--- src/rtl/alu_seq_pkg.sv ---
// Shared definitions for the handshaked sequential ALU: opcodes, flag bit
// positions and controller states.
package alu_seq_pkg;

    localparam int OP_W = 4;
    typedef logic [OP_W-1:0] bit_op_t;

    localparam bit_op_t OP_INV  = 4'd0;
    localparam bit_op_t OP_AND  = 4'd1;
    localparam bit_op_t OP_OR   = 4'd2;
    localparam bit_op_t OP_XOR  = 4'd3;
    localparam bit_op_t OP_XNOR = 4'd4;
    localparam bit_op_t OP_COM  = 4'd5;
    localparam bit_op_t OP_SHR  = 4'd6;
    localparam bit_op_t OP_SHL  = 4'd7;
    localparam bit_op_t OP_ADD  = 4'd8;
    localparam bit_op_t OP_SUB  = 4'd9;
    localparam bit_op_t OP_MUL  = 4'd10;
    localparam bit_op_t OP_DIV  = 4'd11;

    localparam int FLAG_ZERO  = 0;
    localparam int FLAG_CARRY = 1;
    localparam int FLAG_OVF   = 2;
    localparam int FLAG_ERR   = 3;

    typedef enum logic [1:0] {
        ST_IDLE = 2'd0,
        ST_BUSY = 2'd1,
        ST_DONE = 2'd2
    } state_t;

endpackage

--- src/rtl/alu_seq_div_iter.sv ---
// Restoring divider producing one quotient bit per cycle, MSB first.
// quotient/remainder carry the final result during the cycle done is high.
module alu_div_iter #(
    parameter int WIDTH = 16
) (
    input  logic             clock,
    input  logic             reset,
    input  logic             start,
    input  logic [WIDTH-1:0] dividend,
    input  logic [WIDTH-1:0] divisor,
    output logic             busy,
    output logic             done,
    output logic [WIDTH-1:0] quotient,
    output logic [WIDTH-1:0] remainder
);

    localparam int CNT_W = $clog2(WIDTH);

    logic [WIDTH-1:0] quo_q;
    logic [WIDTH-1:0] rem_q;
    logic [WIDTH-1:0] div_q;
    logic [CNT_W-1:0] count;
    logic             busy_q;
    logic [WIDTH:0]   shifted;
    logic [WIDTH:0]   diff;
    logic [WIDTH-1:0] quo_next;
    logic [WIDTH-1:0] rem_next;

    // A borrow out of the trial subtraction means the divisor did not fit.
    always_comb begin
        shifted  = {rem_q, quo_q[WIDTH-1]};
        diff     = shifted - {1'b0, div_q};
        rem_next = diff[WIDTH] ? shifted[WIDTH-1:0] : diff[WIDTH-1:0];
        quo_next = {quo_q[WIDTH-2:0], ~diff[WIDTH]};
    end

    assign busy      = busy_q;
    assign done      = busy_q && (count == '0);
    assign quotient  = quo_next;
    assign remainder = rem_next;

    always_ff @(posedge clock) begin
        if (reset) begin
            quo_q  <= '0;
            rem_q  <= '0;
            div_q  <= '0;
            count  <= '0;
            busy_q <= 1'b0;
        end else if (start) begin
            quo_q  <= dividend;
            rem_q  <= '0;
            div_q  <= divisor;
            count  <= CNT_W'(WIDTH - 1);
            busy_q <= 1'b1;
        end else if (busy_q) begin
            quo_q <= quo_next;
            rem_q <= rem_next;
            if (count == '0) begin
                busy_q <= 1'b0;
            end else begin
                count <= count - 1'b1;
            end
        end
    end

endmodule

--- src/rtl/alu_seq.sv ---
// Handshaked ALU: single-cycle ops finish on the accept edge, DIV runs the
// iterative divider; the result is held until the consumer takes it.
module alu_seq
    import alu_seq_pkg::*;
#(
    parameter int WIDTH      = 16,
    parameter int SHAMT_W    = 4,
    parameter bit SIGNED_CMP = 1'b0
) (
    input  logic             clock,
    input  logic             reset,
    input  bit_op_t          alu_op,
    input  logic [WIDTH-1:0] din0,
    input  logic [WIDTH-1:0] din1,
    input  logic             in_valid,
    output logic             in_ready,
    output logic [WIDTH-1:0] dout,
    output logic [WIDTH-1:0] dout_hi,
    output logic [3:0]       flags,
    output logic             out_valid,
    input  logic             out_ready
);

    state_t             state;
    logic               div_start;
    logic               div_busy;
    logic               div_done;
    logic [WIDTH-1:0]   div_quo;
    logic [WIDTH-1:0]   div_rem;
    logic [WIDTH-1:0]   res_lo;
    logic [WIDTH-1:0]   res_hi;
    logic [3:0]         res_flags;
    logic               carry;
    logic               ovf;
    logic               err;
    logic               lt;
    logic               eq;
    logic [WIDTH:0]     sum;
    logic [WIDTH:0]     difference;
    logic [2*WIDTH-1:0] prod;

    assign in_ready  = (state == ST_IDLE);
    assign out_valid = (state == ST_DONE);
    assign div_start = (state == ST_IDLE) && in_valid && (alu_op == OP_DIV) && (din1 != '0);

    alu_div_iter #(.WIDTH(WIDTH)) u_div (
        .clock     (clock),
        .reset     (reset),
        .start     (div_start),
        .dividend  (din0),
        .divisor   (din1),
        .busy      (div_busy),
        .done      (div_done),
        .quotient  (div_quo),
        .remainder (div_rem)
    );

    // Single-cycle datapath; the DIV arm only covers the divide-by-zero case.
    always_comb begin
        res_lo     = '0;
        res_hi     = '0;
        carry      = 1'b0;
        ovf        = 1'b0;
        err        = 1'b0;
        sum        = {1'b0, din0} + {1'b0, din1};
        difference = {1'b0, din0} - {1'b0, din1};
        prod       = {{WIDTH{1'b0}}, din0} * {{WIDTH{1'b0}}, din1};
        lt         = SIGNED_CMP ? ($signed(din0) < $signed(din1)) : (din0 < din1);
        eq         = (din0 == din1);
        case (alu_op)
            OP_INV:  res_lo = ~din0;
            OP_AND:  res_lo = din0 & din1;
            OP_OR:   res_lo = din0 | din1;
            OP_XOR:  res_lo = din0 ^ din1;
            OP_XNOR: res_lo = ~(din0 ^ din1);
            OP_COM:  res_lo = {{(WIDTH-3){1'b0}}, ~lt & ~eq, eq, lt};
            OP_SHR:  res_lo = $signed(din0) >>> din1[SHAMT_W-1:0];
            OP_SHL:  res_lo = din0 << din1[SHAMT_W-1:0];
            OP_ADD: begin
                res_lo = sum[WIDTH-1:0];
                carry  = sum[WIDTH];
                ovf    = (din0[WIDTH-1] == din1[WIDTH-1]) && (sum[WIDTH-1] != din0[WIDTH-1]);
            end
            OP_SUB: begin
                res_lo = difference[WIDTH-1:0];
                carry  = difference[WIDTH];
                ovf    = (din0[WIDTH-1] != din1[WIDTH-1]) && (difference[WIDTH-1] != din0[WIDTH-1]);
            end
            OP_MUL: begin
                res_lo = prod[WIDTH-1:0];
                res_hi = prod[2*WIDTH-1:WIDTH];
                ovf    = (prod[2*WIDTH-1:WIDTH] != '0);
            end
            OP_DIV: begin
                res_lo = '1;
                res_hi = din0;
                err    = 1'b1;
            end
            default: err = 1'b1;
        endcase
        res_flags            = '0;
        res_flags[FLAG_ZERO]  = (res_lo == '0);
        res_flags[FLAG_CARRY] = carry;
        res_flags[FLAG_OVF]   = ovf;
        res_flags[FLAG_ERR]   = err;
    end

    // Controller and output register; a lost divider drops back to IDLE.
    always_ff @(posedge clock) begin
        if (reset) begin
            state   <= ST_IDLE;
            dout    <= '0;
            dout_hi <= '0;
            flags   <= '0;
        end else begin
            case (state)
                ST_IDLE: begin
                    if (div_start) begin
                        state <= ST_BUSY;
                    end else if (in_valid) begin
                        dout    <= res_lo;
                        dout_hi <= res_hi;
                        flags   <= res_flags;
                        state   <= ST_DONE;
                    end
                end
                ST_BUSY: begin
                    if (div_done) begin
                        dout    <= div_quo;
                        dout_hi <= div_rem;
                        flags   <= {3'b000, div_quo == '0};
                        state   <= ST_DONE;
                    end else if (!div_busy) begin
                        state <= ST_IDLE;
                    end
                end
                ST_DONE: begin
                    if (out_ready) begin
                        state <= ST_IDLE;
                    end
                end
                default: state <= ST_IDLE;
            endcase
        end
    end

endmodule

--- config.mk ---
export PLATFORM = sky130hd
export DESIGN_NAME = alu_seq
export DESIGN_NICKNAME = d
export VERILOG_FILES = /design/src/rtl/alu_seq_pkg.sv /design/src/rtl/alu_seq_div_iter.sv /design/src/rtl/alu_seq.sv
export SDC_FILE = /design/constraint.sdc
export NUM_CORES = 1
export LEC_CHECK = 0
export BUFFER_PORTS_ARGS = -buffer_cell sky130_fd_sc_hd__buf_2
export CAP_MARGIN = 10
export CORE_UTILIZATION = 60
export DETAILED_ROUTE_END_ITERATION = 7
export GPL_TIMING_DRIVEN = 0
export PLACE_DENSITY_LB_ADDON = 0.25
export SYNTH_ARGS = -nofsm -noshare
export SYNTH_HDL_FRONTEND = slang
export SYNTH_SLANG_ARGS = --single-unit
--- constraint.sdc ---
create_clock -name clock -period 24.1 [get_ports clock]
set_clock_uncertainty 0.15 [all_clocks]
set_input_delay 4.82 -clock clock [delete_from_list [all_inputs] [get_ports clock]]
set_output_delay 4.82 -clock clock [all_outputs]
set_load 0.005 [all_outputs]
* After elaboration in Yosys (flattened, before gate mapping)
Cells that the tools add are included.
** Storage, ports and cells
- Input bits :: 40
- Output and inout bits :: 38
- ROM bits :: 0
- Flip-flop bits (word level) :: 91
- Word-level logic and storage cells :: 103
- Memories :: 0
- Bits in writable memories :: 0
- Latch bits :: 0
** Operators by class
- Shifts and indexed selects :: 2
- Reduce and logical (&&, ||, !) cells :: 20
- Multipliers :: 1
- Div/mod/pow operators :: 0
- Equal/unequal tests :: 25
- Add/subtract/negate cells :: 4
- Order comparisons :: 1
- Multiplexer cells :: 32
- Bitwise logic cells :: 9
** Operators by type and width (count)
- 16-bit one-hot mux with 12 select lines :: 1
- 16-bit 2-to-1 mux :: 9
- 16-bit one-hot mux with 2 select lines :: 3
- 16-bit logical NOT :: 2
- 16-bit by 16-bit multiplier with 32-bit output :: 1
- 16-bit NOT :: 2
- 16-bit nonzero test :: 2
- 4-bit 2-to-1 mux :: 6
- 16-bit by 16-bit adder with 17-bit output :: 1
- 16-bit by 16-bit subtractor with 17-bit output :: 1
- 17-bit by 16-bit subtractor with 17-bit output :: 1
- 16-bit bitwise AND :: 1
- 16-bit == test :: 1
- 4-bit by 3-bit == test with 1-bit output (second input constant) :: 4
- 4-bit == test (second input constant) :: 4
- 16-bit less-than comparator :: 1
- 16-bit OR :: 1
- 16-bit by 4-bit << shifter with 16-bit output :: 1
- 16-bit by 4-bit >>> shifter with 16-bit output :: 1
- 16-bit XOR :: 1
- 11-bit OR reduction :: 1
- 2-bit 2-to-1 mux :: 5
- 4-bit by 2-bit == test with 1-bit output (second input constant) :: 2
- 4-bit logical NOT :: 2
- other kinds (24) :: 40

* Longest topological paths before layout
- Depth in word-level cells :: 8
- Mapped depth :: 29
- Gate-level depth less buffers :: 25

* Hierarchy
Synthesis repeated with hierarchy kept, for this count alone.
** Unflattened totals
- Cell total of the unflattened synthesis :: 2296
- Area, all modules :: 18128.6 µm²
** By module, submodules not included
- alu_seq :: times used 1, area an instance 14800.4 µm², cells an instance 1909
- alu_div_iter :: times used 1, area an instance 3328.2 µm², cells an instance 387

* Worst setup path before layout
Ideal clock, no wire load.
- Path kind :: input port to flip-flop
- From :: input port din1[2]
- To :: register flags[2]
- Data arrival time :: 11.666 ns
- Path buffers :: 5
- Setup time :: 0.129 ns
- Cell stages on the path :: 25
- Setup slack :: 12.156 ns
- Path through :: clkbuf_1 -> clkbuf_1 -> clkbuf_1 -> buf_1 -> nand2_1 -> fa_1 -> fa_1 -> inv_1 -> fa_1 -> fa_1 -> fa_1 -> inv_1 -> fa_1 -> inv_1 -> ha_1 -> clkbuf_1 -> nand2_1 -> o21ai_0 -> a221o_1 -> a21oi_1 -> xnor2_1 -> or4_1 -> or4_1 -> nor4_2 -> o22ai_1
** On the way
- Longest elaborated chain between the ends :: 7
** Ends and longest elaborated chain
- start: declaration :: RTL line alu_seq.sv:14 : input logic [WIDTH-1:0] din1,
- parallel branches: the longest is 7 deep, another holds 16-bit by 16-bit multiplier with 32-bit output
- end signal: assignment :: RTL line alu_seq.sv:123 : flags <= res_flags;
- end signal: assignment :: RTL line alu_seq.sv:131 : flags <= {3'b000, div_quo == '0};
- end: declaration :: RTL line alu_seq.sv:19 : output logic [3:0] flags,
Several ways; the timed one is not identified. The select of a mux whose other input is x is not followed.
A chain may end at the register's enable or synchronous reset.

* Worst setup path in the final report
Same ends and word-level chain as after synthesis.

==> flow_summary.yaml <==
route:
  antenna_left: 0
  vias_per_cell: 6.71
  vias: 18200
  drtIter0Drc: 2419
  drc_errors: 0
  routedWlPerCell_um: 26.2
  dr.pass1.iters: 7
  routed_wl_um: 71100
cts:
  hold_buffers: 0
  post_cts_buffers: 0
  cts_sinks: 91
  clockBufferDepth: 2
  post_cts_resized: 0
  cts.htree.levels: 3
  numCtsBuffers: 9
  cts-root-buf: "clkbuf_16"
  clk_pin_slew_worst_paths_ns: 0.07
  cts_tree: "built"
  clk_latency_ns: 0.36
timing:
  post-route-period-util_pct: 56.1
  hold_viol: 0
  rsz0062_at_grt: "false"
  tightest_slew_ns: 1.30
  fin_crit_ns: 13.51
  setup_viol: 0
  fmax_mhz: 74.0
  slew_headroom_pct: 13.1
  tns_ns: 0
  drv_slew: 0
finish:
  area_growth_pct: 6.93
  final_cell_mix: "nor2_1 (309), inv_1 (292), nand2_1 (222), fa_1 (197), ha_1 (171)"
  seq_area_um2: 1820
  drive_gt1_share_pct: 7.19
  final_common_cell: "nor2_1"
  multi_input_area_um2: 14100
  nets: 2727
  fillerInstances: 2522
setup_path:
  ff2ff_path_depth: 15
  path_max_fanout: 10
  end_kind: "flip-flop"
  crit_required_ns: 24.18
  cp-start-kind: "input pin"
  path_class: "input pin to flip-flop"
  cp.arrival_ns: 13.59
global_route:
  track_usage_pct: 47.5
  use_met2_pct: 70.7
  gr-total-overflow: 0
  grt.busiest_layer: "met2"
  grt_max_degree: 17
  grt_pass1_wl_um: 107000
  grt_pass1_vias: 17500
  gr-usage-met1_pct: 61.8
  gr-usage-met3_pct: 13.4
  antenna_found_initial: 1
die:
  dieArea_um2: 30000
  initial_core_util_pct: 61.1
  num_rows: 62
  io_pins: 78
  die_w_um: 173
  die_y_um: 173
  core_um2: 28800
synthesis:
  yosysSeqAreaShare_pct: 10.4
  synth_edf_count: 0
  synthFlopType: "dfxtp_1"
  synth.avg_cell_area_um2: 7.89
  async_reset_ff_share_pct: 0
  yosys_warnings: 0
  syn-num-nets: 2636
  ys_ff_latch: 91
  synth_cell_types: 80
  syn_area_um2: 17600
  synth_cells: 2228
placed_design:
  port_buffers: 77
  routabilityCongestion: 1.06
  hpwlAfterDp_um: 56000
power_and_ir_drop:
  power_uw: 2360
  total_leakage_power_uw: 0.00849
  peakVddDrop_v: 0.000211
  power.density_nw_per_um2: 126
job:
  maxCapViolCount: 0
min_path:
  whs_path_depth: 2
  hold_path_class: "flip-flop to flip-flop"
status:
  status: "finished clean"
-- synth_stat cells, types with 7 or more instances --
| library cell | number | area share (%) |
|---|---|---|
| a31oi_1 | 16 | 0.57 |
| fa_1 | 197 | 22 |
| buf_2 | 12 | 0.34 |
| inv_1 | 292 | 6.2 |
| nor4_1 | 16 | 0.57 |
| nor3_1 | 36 | 1.0 |
| o22ai_1 | 9 | 0.32 |
| mux4_2 | 29 | 3.7 |
| nand2_1 | 222 | 4.7 |
| and2_1 | 9 | 0.32 |
| o221ai_1 | 8 | 0.40 |
| a221oi_1 | 18 | 0.90 |
| dfxtp_1 | 91 | 10 |
| buf_1 | 17 | 0.36 |
| o21bai_1 | 12 | 0.51 |
| nand3_1 | 24 | 0.68 |
| a21o_1 | 18 | 0.77 |
| nor2_1 | 309 | 6.6 |
| nand4_1 | 8 | 0.28 |
| nor2b_1 | 20 | 0.71 |
| a21oi_1 | 148 | 4.2 |
| o32ai_1 | 7 | 0.35 |
| mux2i_1 | 38 | 2.2 |
| clkinv_1 | 7 | 0.15 |
| o21a_1 | 8 | 0.34 |
| xor2_1 | 14 | 0.70 |
| o21ai_0 | 74 | 2.1 |
| a22oi_1 | 9 | 0.38 |
| or3_1 | 12 | 0.43 |
| ha_1 | 171 | 12 |
| o211ai_1 | 17 | 0.73 |
| a211o_1 | 11 | 0.55 |
| nand2b_1 | 21 | 0.75 |
| a211oi_1 | 61 | 2.6 |
| xnor2_1 | 39 | 1.9 |
| clkbuf_1 | 115 | 2.5 |
| a2111oi_0 | 8 | 0.40 |
-- cell type report --
class                      count  area share, %
antenna                        1         0.0133
buffer                       148           3.13
clock buffer                   9           1.20
clock inverter                 7          0.532
inverter                     299           5.97
multi-input combinational   1690           74.7
sequential                    91           9.69
tap                          384           2.55
timing repair buffer          80           2.18
-- metal layers --
metal	vias up	share of wire, %
met3	329	14
met5	-	0.017
met2	1471	42
met4	2	7.7
met1	8662	36
li1	7713	-
-- final timing paths --
path / from / to / slack (ns)
min reg2reg: dout_hi[12] / dout_hi[12] / 0.30
min: dout_hi[12] / dout_hi[12] / 0.30
max: din1[2] / flags[2] / 10.59
max reg2reg: u_div.quo_q[15] / dout_hi[11] / 19.89
-- power breakdown --
group / switching (uW) / internal (uW)
registers: 4.39 / 158
logic: 1300 / 746
clock network: 65.6 / 91.5
total: 1370 / 996
-- metrics by stage --
stage          hold slack, ns  std cells  setup WS, ns  util, %  area, um^2
6_report                0.301       2709         10.59     65.4       18800
5_1_grt                 0.324       2708         10.37     65.3       18800
4_1_cts                 0.302       2707         10.92     65.3       18800
3_5_place_dp            0.294       2691         10.57     64.2       18500
3_3_place_gp            0.288       2689         10.66     64.1       18500
2_1_floorplan           0.298       2228         12.16        -       17600
-- flip-flops by register name, indices dropped and copies added, names as in the netlist --
signal,flops
dout,16
dout_hi,16
u_div.div_q,16
u_div.quo_q,16
u_div.rem_q,16
flags,4
u_div.count,4
state,2
u_div.busy,1
-- cell families (layout without fill, tap and decap cells) --
family	count (synthesis)	count (layout)	synth area share [%]
and+or+nand+nor	707	707	17.4
adders and majority gates	368	368	34.6
xor gates and xnor gates	53	53	2.64
buffers and inverters	447	543	9.73
muxes	73	73	6.43
AOI/OAI and AO/OA	489	489	18.8
other	0	1	0
DFF	91	91	10.4
-- critical path, stage by stage --
cell and delay (ns):
buf_2 0.20, clkbuf_1 0.44, clkbuf_1 0.52, clkbuf_1 0.44, buf_1 0.48, nand2_1 0.15, fa_1 0.51, fa_1 0.57
inv_1 0.06, fa_1 0.51, inv_1 0.06, fa_1 0.55, fa_1 0.43, fa_1 0.49, inv_1 0.05, ha_1 0.27
clkbuf_1 0.23, a21oi_1 0.22, o21ai_0 0.12, a21o_1 0.17, a41oi_1 0.53, o21ai_0 0.29, o41ai_1 0.37, xnor2_1 0.18
or4b_1 0.51, nor4_2 0.27, o22ai_1 0.14
Note: power is estimated with default switching activity, not from simulation.
